File: src/rtl/dpram_pkg.sv
// Shared defaults and helpers for the dpram read-side controller.
// Tag support is compiled in only when DPRAM_RD_CTRL_TAG_EN is defined.
package dpram_pkg;

    localparam int DPRAM_ADDR_W     = 10;
    localparam int DPRAM_DATA_W     = 64;
    localparam int DPRAM_FIFO_DEPTH = 4;
    localparam int DPRAM_TAG_W      = 4;

    function automatic int clog2(input int n);
        int r;
        r = 0;
        while ((1 << r) < n) r++;
        return r;
    endfunction

    // Pointers wrap naturally, so the depth must be a power of two.
    function automatic bit depth_ok(input int n);
        return (n >= 2) && ((n & (n - 1)) == 0);
    endfunction

    typedef struct packed {
`ifdef DPRAM_RD_CTRL_TAG_EN
        logic [DPRAM_TAG_W-1:0]  tag;
`endif
        logic [DPRAM_DATA_W-1:0] data;
    } resp_entry_t;

endpackage

File: src/rtl/dpram_rd_ctrl_if.sv
// Consumer request/response and dpram read-port signals of dpram_rd_ctrl.
// Tag signals exist only when DPRAM_RD_CTRL_TAG_EN is defined.
interface dpram_rd_ctrl_if
    import dpram_pkg::*;
#(
    parameter int ADDR_WIDTH = DPRAM_ADDR_W,
    parameter int DATA_WIDTH = DPRAM_DATA_W,
    parameter int TAG_WIDTH  = DPRAM_TAG_W
);
    logic                  REQ_VALID;
    logic                  REQ_READY;
    logic [ADDR_WIDTH-1:0] REQ_ADDR;
    logic                  ARVALID;
    logic [ADDR_WIDTH-1:0] ARADDR;
    logic                  RVALID;
    logic [DATA_WIDTH-1:0] RDATA;
    logic                  RESP_VALID;
    logic                  RESP_READY;
    logic [DATA_WIDTH-1:0] RESP_DATA;
`ifdef DPRAM_RD_CTRL_TAG_EN
    logic [TAG_WIDTH-1:0]  REQ_TAG;
    logic [TAG_WIDTH-1:0]  RESP_TAG;
`endif

    if (TAG_WIDTH < 1) begin : g_bad_tag_width
        $error("dpram_rd_ctrl_if: TAG_WIDTH must be at least 1");
    end

    modport slave (
`ifdef DPRAM_RD_CTRL_TAG_EN
        input  REQ_TAG,
        output RESP_TAG,
`endif
        input  REQ_VALID, REQ_ADDR, RVALID, RDATA, RESP_READY,
        output REQ_READY, ARVALID, ARADDR, RESP_VALID, RESP_DATA
    );

    modport master (
`ifdef DPRAM_RD_CTRL_TAG_EN
        output REQ_TAG,
        input  RESP_TAG,
`endif
        output REQ_VALID, REQ_ADDR, RVALID, RDATA, RESP_READY,
        input  REQ_READY, ARVALID, ARADDR, RESP_VALID, RESP_DATA
    );

endinterface

File: src/rtl/dpram_rd_ctrl_sync_fifo.sv
// Synchronous power-of-two FIFO holding returned read responses.
// Pointers wrap naturally; the count is one bit wider to distinguish full from empty.
module sync_fifo
    import dpram_pkg::*;
#(
    parameter  int WIDTH = 8,
    parameter  int DEPTH = 4,
    localparam int PTR_W = clog2(DEPTH),
    localparam int CNT_W = PTR_W + 1
) (
    input  logic             CLK,
    input  logic             RESET,
    input  logic             push,
    input  logic [WIDTH-1:0] push_data,
    input  logic             pop,
    output logic [WIDTH-1:0] pop_data,
    output logic [CNT_W-1:0] count,
    output logic             full,
    output logic             empty
);

    logic [WIDTH-1:0] mem [DEPTH];
    logic [PTR_W-1:0] wr_ptr_q, wr_ptr_d;
    logic [PTR_W-1:0] rd_ptr_q, rd_ptr_d;
    logic [CNT_W-1:0] count_q, count_d;

    always_comb begin
        // NOTE: every signal written here gets a default first, so no path leaves it unassigned and infers a latch.
        wr_ptr_d = wr_ptr_q;
        rd_ptr_d = rd_ptr_q;
        count_d  = count_q;
        if (push) wr_ptr_d = wr_ptr_q + PTR_W'(1);
        if (pop)  rd_ptr_d = rd_ptr_q + PTR_W'(1);
        case ({push, pop})
            2'b10:   count_d = count_q + CNT_W'(1);
            2'b01:   count_d = count_q - CNT_W'(1);
            default: count_d = count_q;
        endcase
    end

    always_ff @(posedge CLK or negedge RESET) begin
        // NOTE: state is updated with non-blocking assignments so every flop samples pre-edge values.
        if (!RESET) begin
            wr_ptr_q <= '0;
            rd_ptr_q <= '0;
            count_q  <= '0;
        end else begin
            wr_ptr_q <= wr_ptr_d;
            rd_ptr_q <= rd_ptr_d;
            count_q  <= count_d;
        end
    end

    // NOTE: the storage array is deliberately not reset; count_q keeps unwritten entries from being presented.
    always_ff @(posedge CLK) begin
        if (push) mem[wr_ptr_q] <= push_data;
    end

    assign pop_data = mem[rd_ptr_q];
    assign count    = count_q;
    assign full     = (count_q == CNT_W'(DEPTH));
    assign empty    = (count_q == '0);

endmodule

File: src/rtl/dpram_rd_ctrl.sv
// Read-side controller between a consumer and the dpram read port, with space-reserved response FIFO.
// Optional request tags are carried through when DPRAM_RD_CTRL_TAG_EN is defined.
module dpram_rd_ctrl
    import dpram_pkg::*;
#(
    parameter  int ADDR_WIDTH = DPRAM_ADDR_W,
    parameter  int DATA_WIDTH = DPRAM_DATA_W,
    parameter  int FIFO_DEPTH = DPRAM_FIFO_DEPTH,
    parameter  int TAG_WIDTH  = DPRAM_TAG_W,
    localparam int CNT_W      = clog2(FIFO_DEPTH) + 1
) (
    input  logic              CLK,
    input  logic              RESET,
    dpram_rd_ctrl_if.slave    bus,
    output logic [CNT_W-1:0]  OCCUPANCY,
    output logic              ERR_UNEXP
);

    typedef struct packed {
`ifdef DPRAM_RD_CTRL_TAG_EN
        logic [TAG_WIDTH-1:0]  tag;
`endif
        logic [DATA_WIDTH-1:0] data;
    } entry_t;

    if (!depth_ok(FIFO_DEPTH)) begin : g_bad_depth
        $error("dpram_rd_ctrl: FIFO_DEPTH must be a power of two and at least 2");
    end
    if (TAG_WIDTH < 1) begin : g_bad_tag_width
        $error("dpram_rd_ctrl: TAG_WIDTH must be at least 1");
    end

    logic [ADDR_WIDTH-1:0] req_addr;
    logic                  inflight_q, inflight_d;
    logic                  err_q, err_d;
    logic                  accept, req_ready, resp_valid;
    logic                  fifo_push, fifo_pop, fifo_full, fifo_empty;
    logic [CNT_W-1:0]      fifo_count, occupancy;
    entry_t                push_entry, head_entry;
`ifdef DPRAM_RD_CTRL_TAG_EN
    logic [TAG_WIDTH-1:0]  tag_q, tag_d;
`endif

    always_comb begin
        // A slot is reserved for the in-flight read so its data always has room when it returns.
        occupancy       = fifo_count + CNT_W'(inflight_q);
        req_ready       = (occupancy < CNT_W'(FIFO_DEPTH));
        accept          = bus.REQ_VALID & req_ready;
        resp_valid      = !fifo_empty;
        fifo_pop        = resp_valid & bus.RESP_READY;
        fifo_push       = bus.RVALID & inflight_q;
        inflight_d      = accept;
        err_d           = err_q | (bus.RVALID & !inflight_q);
        push_entry.data = bus.RDATA;
`ifdef DPRAM_RD_CTRL_TAG_EN
        push_entry.tag  = tag_q;
        tag_d           = accept ? bus.REQ_TAG : tag_q;
`endif
    end

    always_ff @(posedge CLK or negedge RESET) begin
        if (!RESET) begin
            inflight_q <= 1'b0;
            err_q      <= 1'b0;
`ifdef DPRAM_RD_CTRL_TAG_EN
            tag_q      <= '0;
`endif
        end else begin
            inflight_q <= inflight_d;
            err_q      <= err_d;
`ifdef DPRAM_RD_CTRL_TAG_EN
            tag_q      <= tag_d;
`endif
        end
    end

    always_comb begin
        assert (!(fifo_push && fifo_full));
    end

    sync_fifo #(
        .WIDTH ($bits(entry_t)),
        .DEPTH (FIFO_DEPTH)
    ) u_resp_fifo (
        .CLK       (CLK),
        .RESET     (RESET),
        .push      (fifo_push),
        .push_data (push_entry),
        .pop       (fifo_pop),
        .pop_data  (head_entry),
        .count     (fifo_count),
        .full      (fifo_full),
        .empty     (fifo_empty)
    );

    assign req_addr       = bus.REQ_ADDR;
    assign bus.ARADDR     = req_addr;
    assign bus.ARVALID    = accept;
    assign bus.REQ_READY  = req_ready;
    assign bus.RESP_VALID = resp_valid;
    assign bus.RESP_DATA  = head_entry.data;
`ifdef DPRAM_RD_CTRL_TAG_EN
    assign bus.RESP_TAG   = head_entry.tag;
`endif
    assign OCCUPANCY      = occupancy;
    assign ERR_UNEXP      = err_q;

endmodule

File: src/flat_wrapper.sv
// flat-port wrapper written by rule: the top's interface ports become plain ports
module dpram_rd_ctrl_flat import dpram_pkg::*;
#(
    parameter  int ADDR_WIDTH = DPRAM_ADDR_W,
    parameter  int DATA_WIDTH = DPRAM_DATA_W,
    parameter  int FIFO_DEPTH = DPRAM_FIFO_DEPTH,
    parameter  int TAG_WIDTH  = DPRAM_TAG_W,
    localparam int CNT_W      = clog2(FIFO_DEPTH) + 1
)
  (CLK, RESET, OCCUPANCY, ERR_UNEXP, bus_REQ_VALID, bus_REQ_ADDR, bus_RVALID, bus_RDATA, bus_RESP_READY, bus_REQ_READY, bus_ARVALID, bus_ARADDR, bus_RESP_VALID, bus_RESP_DATA);
  dpram_rd_ctrl_if #(.ADDR_WIDTH(ADDR_WIDTH), .DATA_WIDTH(DATA_WIDTH), .TAG_WIDTH(TAG_WIDTH)) bus_i ();
  input  logic CLK;
  input  logic RESET;
  output logic [CNT_W-1:0] OCCUPANCY;
  output logic ERR_UNEXP;
  input wire logic [$bits(bus_i.REQ_VALID)-1:0] bus_REQ_VALID;
  input wire logic [$bits(bus_i.REQ_ADDR)-1:0] bus_REQ_ADDR;
  input wire logic [$bits(bus_i.RVALID)-1:0] bus_RVALID;
  input wire logic [$bits(bus_i.RDATA)-1:0] bus_RDATA;
  input wire logic [$bits(bus_i.RESP_READY)-1:0] bus_RESP_READY;
  output wire logic [$bits(bus_i.REQ_READY)-1:0] bus_REQ_READY;
  output wire logic [$bits(bus_i.ARVALID)-1:0] bus_ARVALID;
  output wire logic [$bits(bus_i.ARADDR)-1:0] bus_ARADDR;
  output wire logic [$bits(bus_i.RESP_VALID)-1:0] bus_RESP_VALID;
  output wire logic [$bits(bus_i.RESP_DATA)-1:0] bus_RESP_DATA;
  assign bus_i.REQ_VALID = bus_REQ_VALID;
  assign bus_i.REQ_ADDR = bus_REQ_ADDR;
  assign bus_i.RVALID = bus_RVALID;
  assign bus_i.RDATA = bus_RDATA;
  assign bus_i.RESP_READY = bus_RESP_READY;
  assign bus_REQ_READY = bus_i.REQ_READY;
  assign bus_ARVALID = bus_i.ARVALID;
  assign bus_ARADDR = bus_i.ARADDR;
  assign bus_RESP_VALID = bus_i.RESP_VALID;
  assign bus_RESP_DATA = bus_i.RESP_DATA;
  dpram_rd_ctrl #(.ADDR_WIDTH(ADDR_WIDTH), .DATA_WIDTH(DATA_WIDTH), .FIFO_DEPTH(FIFO_DEPTH), .TAG_WIDTH(TAG_WIDTH)) u_core (.CLK(CLK), .RESET(RESET), .bus(bus_i), .OCCUPANCY(OCCUPANCY), .ERR_UNEXP(ERR_UNEXP));
endmodule
File: config.mk
export PLATFORM = sky130hd
export DESIGN_NAME = dpram_rd_ctrl_flat
export DESIGN_NICKNAME = d
export VERILOG_FILES = /design/src/rtl/dpram_pkg.sv /design/src/rtl/dpram_rd_ctrl_if.sv /design/src/rtl/dpram_rd_ctrl_sync_fifo.sv /design/src/rtl/dpram_rd_ctrl.sv /design/src/flat_wrapper.sv
export SDC_FILE = /design/constraint.sdc
export NUM_CORES = 1
export LEC_CHECK = 0
export ABC_AREA = 0
export CORE_MARGIN = 2
export CORE_UTILIZATION = 30
export DETAILED_ROUTE_END_ITERATION = 10
export GPL_TIMING_DRIVEN = 0
export PLACE_DENSITY = 0.57
export SKIP_CTS_REPAIR_TIMING = 1
export SYNTH_ARGS = -nofsm -noshare
export SYNTH_HDL_FRONTEND = slang
export SYNTH_SLANG_ARGS = --single-unit
File: constraint.sdc
create_clock -name CLK -period 3.59 [get_ports CLK]
set_input_delay 0.359 -clock CLK [delete_from_list [all_inputs] [get_ports CLK]]
set_output_delay 0.359 -clock CLK [all_outputs]
set_load 0.01 [all_outputs]
==> impl_metrics.prom <==
# TYPE chip_impl_metric gauge
chip_impl_metric{name="grt_pass1_vias",unit=""} 4936
chip_impl_info{name="rsz0062_at_grt",value="no"} 1
chip_impl_metric{name="ff2ff_path_depth",unit=""} 8
chip_impl_metric{name="ys_seq_elements",unit=""} 265
chip_impl_metric{name="n_antenna_cell",unit=""} 0
chip_impl_metric{name="largest_net_degree_at_the_start_of_global_routing",unit=""} 37
chip_impl_metric{name="synth-simple-area-share",unit="%"} 0.574
chip_impl_metric{name="cts_max_path_buffers",unit=""} 3
chip_impl_metric{name="fin_ws",unit="ps"} 761
chip_impl_metric{name="slew_violations",unit=""} 0
chip_impl_metric{name="crit_required",unit="ps"} 3230
chip_impl_metric{name="dieArea",unit="mm2"} 0.0342
chip_impl_metric{name="timing.slew.headroom",unit="%"} 58.1
chip_impl_metric{name="synth_sequential_area_ratio",unit="%"} 80.6
chip_impl_info{name="crit_path_end_kind",value="primary output"} 1
chip_impl_metric{name="dpl_cell_area",unit="mm2"} 0.0120
chip_impl_metric{name="synth_fa_ha_area_share",unit="%"} 1.10
chip_impl_metric{name="netlist_instances",unit=""} 388
chip_impl_metric{name="min_period",unit="ps"} 2830
chip_impl_metric{name="finClkSkew",unit="ps"} 14.5
chip_impl_metric{name="die_y",unit="um"} 185
chip_impl_metric{name="period_share",unit="%"} 78.8
chip_impl_metric{name="cts_sinks",unit=""} 265
chip_impl_metric{name="synth.mux.area_fraction",unit="%"} 14.9
chip_impl_metric{name="wire_length_of_the_first_global_routing_pass",unit="um"} 28400
chip_impl_metric{name="clock_latency",unit="ps"} 530
chip_impl_metric{name="summed_area_of_non_filler_cells_in_the_final_layout",unit="mm2"} 0.0129
chip_impl_metric{name="vdd.ir_drop.worst",unit="mV"} 0.492
chip_impl_info{name="cell_at_the_root_of_the_clock_tree",value="sky130_fd_sc_hd__clkbuf_16"} 1
chip_impl_metric{name="power_density",unit="mW/mm2"} 750
chip_impl_info{name="startpoint_type",value="register"} 1
chip_impl_metric{name="global_route.overflow_total",unit=""} 0
chip_impl_info{name="clock_tree_from_tritoncts",value="done"} 1
chip_impl_metric{name="grt_antenna_before_repair",unit=""} 0
chip_impl_metric{name="place_congestion",unit=""} 0.725
chip_impl_metric{name="floorplan.initialDensity",unit="%"} 30.3
chip_impl_metric{name="place.port_buffers",unit=""} 149
chip_impl_metric{name="synth_warnings",unit=""} 0
chip_impl_metric{name="postRouteAntennaNets",unit=""} 0
chip_impl_metric{name="detailedPlace.worstSlack",unit="ps"} 1250
chip_impl_metric{name="tightestPinTransition",unit="ps"} 629
chip_impl_metric{name="std_cell_rows",unit=""} 66
chip_impl_metric{name="dr.first_iter.drc_count",unit=""} 218
chip_impl_metric{name="hold_slack",unit="ps"} 135
chip_impl_info{name="r2r_start",value="u_core.u_resp_fifo.count[2]"} 1
chip_impl_metric{name="synthToLayoutAreaGrowth",unit="%"} 31.2
chip_impl_info{name="commonest_non_fill_non_tap_cell_in_the_layout",value="sky130_fd_sc_hd__edfxtp_1"} 1
chip_impl_metric{name="cell_area_after_synthesis",unit="mm2"} 0.00981
chip_impl_metric{name="grt_util_all_layers",unit="%"} 11.0
chip_impl_metric{name="die_w",unit="um"} 185
chip_impl_metric{name="multiInputGateArea",unit="mm2"} 0.00172
chip_impl_metric{name="clock_buffer_count_from_cts",unit=""} 29
chip_impl_info{name="run_status",value="finished clean"} 1
chip_impl_info{name="worst_hold_path_type",value="primary input to async pin"} 1
chip_impl_metric{name="finalHoldViolations",unit=""} 0
chip_impl_metric{name="h_tree_lvls",unit=""} 1
chip_impl_metric{name="detailed_place_hpwl",unit="um"} 12000
chip_impl_metric{name="vias_per_cell",unit=""} 4.32
chip_impl_info{name="most-common-layout-cells",value="sky130_fd_sc_hd__edfxtp_1 (256), sky130_fd_sc_hd__clkdlybuf4s50_1 (149), sky130_fd_sc_hd__mux4_2 (64), sky130_fd_sc_hd__clkbuf_16 (29), sky130_fd_sc_hd__buf_4 (12)"} 1
chip_impl_metric{name="design.final.nets",unit=""} 659
chip_impl_info{name="worst-setup-path-type",value="register to primary output"} 1
chip_impl_metric{name="layout.area.seq",unit="mm2"} 0.00791
chip_impl_metric{name="syn_area_per_cell",unit="um2"} 25.3
chip_impl_metric{name="postSynthNetCount",unit=""} 475
chip_impl_info{name="r2r_path_end",value="u_core.u_resp_fifo.count[2]"} 1
chip_impl_info{name="synth_top_family_by_area",value="multiplexers"} 1
chip_impl_metric{name="crit_arrival",unit="ps"} 2470
chip_impl_metric{name="layout-drive-gt1-share",unit="%"} 23.3
chip_impl_metric{name="pin_count",unit=""} 160
chip_impl_metric{name="netlist-cell-type-count",unit=""} 21
chip_impl_metric{name="clk_pin_slew",unit="ps"} 60
chip_impl_metric{name="max_cap_viol_count",unit=""} 0
chip_impl_metric{name="n_fill_cell",unit=""} 2909
chip_impl_metric{name="synth-xor-area-share",unit="%"} 0.625
chip_impl_metric{name="drc",unit=""} 0
chip_impl_metric{name="cp_max_fo",unit=""} 10
chip_impl_metric{name="synth_compound_gate_area_share",unit="%"} 0.0765
chip_impl_metric{name="vias",unit=""} 4476
chip_impl_metric{name="core_region_area",unit="mm2"} 0.0324
chip_impl_metric{name="max_clock_freq",unit="MHz"} 353
chip_impl_metric{name="final-setup-viol-count",unit=""} 0
chip_impl_metric{name="routed_wire_length_per_instance",unit="um"} 18.2
chip_impl_metric{name="setup.reg_to_reg.worst_slack",unit="ps"} 1540
chip_impl_metric{name="routed_wl",unit="um"} 18800
chip_impl_metric{name="drt_pass_1_iters",unit=""} 4
chip_impl_metric{name="cellLeakagePower",unit="nW"} 4.15
==> metrics by stage <==
step,std cells,setup TNS (ps),utilization (%),total power (W)
finish,1035,0,39.8,0.00966
global route,1035,0,39.8,0.0101
CTS,1035,0,39.8,0.00986
detailed placement,983,0,36.9,0.00699
global placement,979,-146070,36.6,0.00694
floorplan,388,0,-,0.00551
==> worst max path at each step <==
| stage | start | end | slack (ps) | cells after the start |
|---|---|---|---|---|
| 5_1_grt | u_core.u_resp_fifo.rd_ptr_q[0] | bus_RESP_DATA[45] | 640 | 4 |
| 3_3_place_gp | bus_RVALID | u_core.u_resp_fifo.mem[1][18] | -580 | 2 |
| 3_5_place_dp | u_core.u_resp_fifo.rd_ptr_q[0] | bus_RESP_DATA[45] | 1250 | 4 |
| 6_report | u_core.u_resp_fifo.rd_ptr_q[1] | bus_RESP_DATA[49] | 760 | 4 |
| 4_1_cts | u_core.u_resp_fifo.rd_ptr_q[0] | bus_RESP_DATA[45] | 670 | 4 |
| 2_1_floorplan | u_core.u_resp_fifo.wr_ptr_q[0] | u_core.u_resp_fifo.mem[2][0] | 990 | 3 |
==> worst max-delay path: stages, from the launching register on <==
cell,delay (ps)
sky130_fd_sc_hd__dfrtp_1,330
sky130_fd_sc_hd__buf_2,350
sky130_fd_sc_hd__buf_2,350
sky130_fd_sc_hd__mux4_2,370
sky130_fd_sc_hd__clkdlybuf4s50_1,530
==> state kept, by name, indices dropped and copies added, names as in the netlist <==
signal and flops:
u_core.u_resp_fifo.mem 256, u_core.u_resp_fifo.count 3, u_core.u_resp_fifo.rd_ptr_q 2, u_core.u_resp_fifo.wr_ptr_q 2, u_core.ERR_UNEXP 1, u_core.inflight_q 1
==> report_power, final <==
group	switching [W]	total (W)	internal [W]
sequential	0.0000965	0.00380	0.00371
combinational	0.00133	0.00304	0.00171
clock	0.00113	0.00282	0.00169
==> final cells by class <==
class                   instances  area share [%]
plain buffers                  24            1.40
clock buffers                  34            5.78
clock inverters                18            1.38
inverters                       7           0.204
multi-input cells              92            13.3
flip-flops and latches        265            61.4
well taps                     442            4.29
repair buffers                153            12.2
==> logic make-up (layout without fill, tap and decap cells) <==
kind of cell,Yosys count,after routing
flops,265,265
compound gates,1,1
xor+xnor,7,7
mux,66,66
simple gates,10,10
buf+inv,31,236
fa+ha+maj,8,8
==> cells in the mapped netlist <==
library cell / number / area [um2]
sky130_fd_sc_hd__ha_1: 7 / 87.6
sky130_fd_sc_hd__buf_4: 12 / 90.1
sky130_fd_sc_hd__buf_2: 6 / 30.0
sky130_fd_sc_hd__clkbuf_1: 1 / 3.75
sky130_fd_sc_hd__fa_1: 1 / 20.0
sky130_fd_sc_hd__nand3_1: 1 / 5.00
sky130_fd_sc_hd__mux2i_1: 1 / 10.0
sky130_fd_sc_hd__and2_1: 2 / 12.5
sky130_fd_sc_hd__a21o_1: 1 / 7.51
sky130_fd_sc_hd__xnor2_1: 4 / 35.0
sky130_fd_sc_hd__edfxtp_1: 256 / 7690
sky130_fd_sc_hd__xor2_1: 3 / 26.3
sky130_fd_sc_hd__buf_6: 5 / 56.3
sky130_fd_sc_hd__inv_1: 7 / 26.3
sky130_fd_sc_hd__mux4_2: 64 / 1440
sky130_fd_sc_hd__dfrtp_1: 9 / 225
sky130_fd_sc_hd__nor2_1: 1 / 3.75
sky130_fd_sc_hd__mux2_2: 1 / 11.3
sky130_fd_sc_hd__and3_1: 4 / 25.0
sky130_fd_sc_hd__or3_1: 1 / 6.26
sky130_fd_sc_hd__nand2_1: 1 / 3.75
==> routing by layer <==
metal / GRT usage, % / part of all wire [%] / up-vias
met5: 0 / 0 / -
met4: 2.95 / 2.0 / 0
met3: 2.56 / 5.5 / 28
met2: 19.2 / 51 / 116
met1: 13.6 / 41 / 2333
li1: - / - / 1999
(Power assumes the default switching activity.)
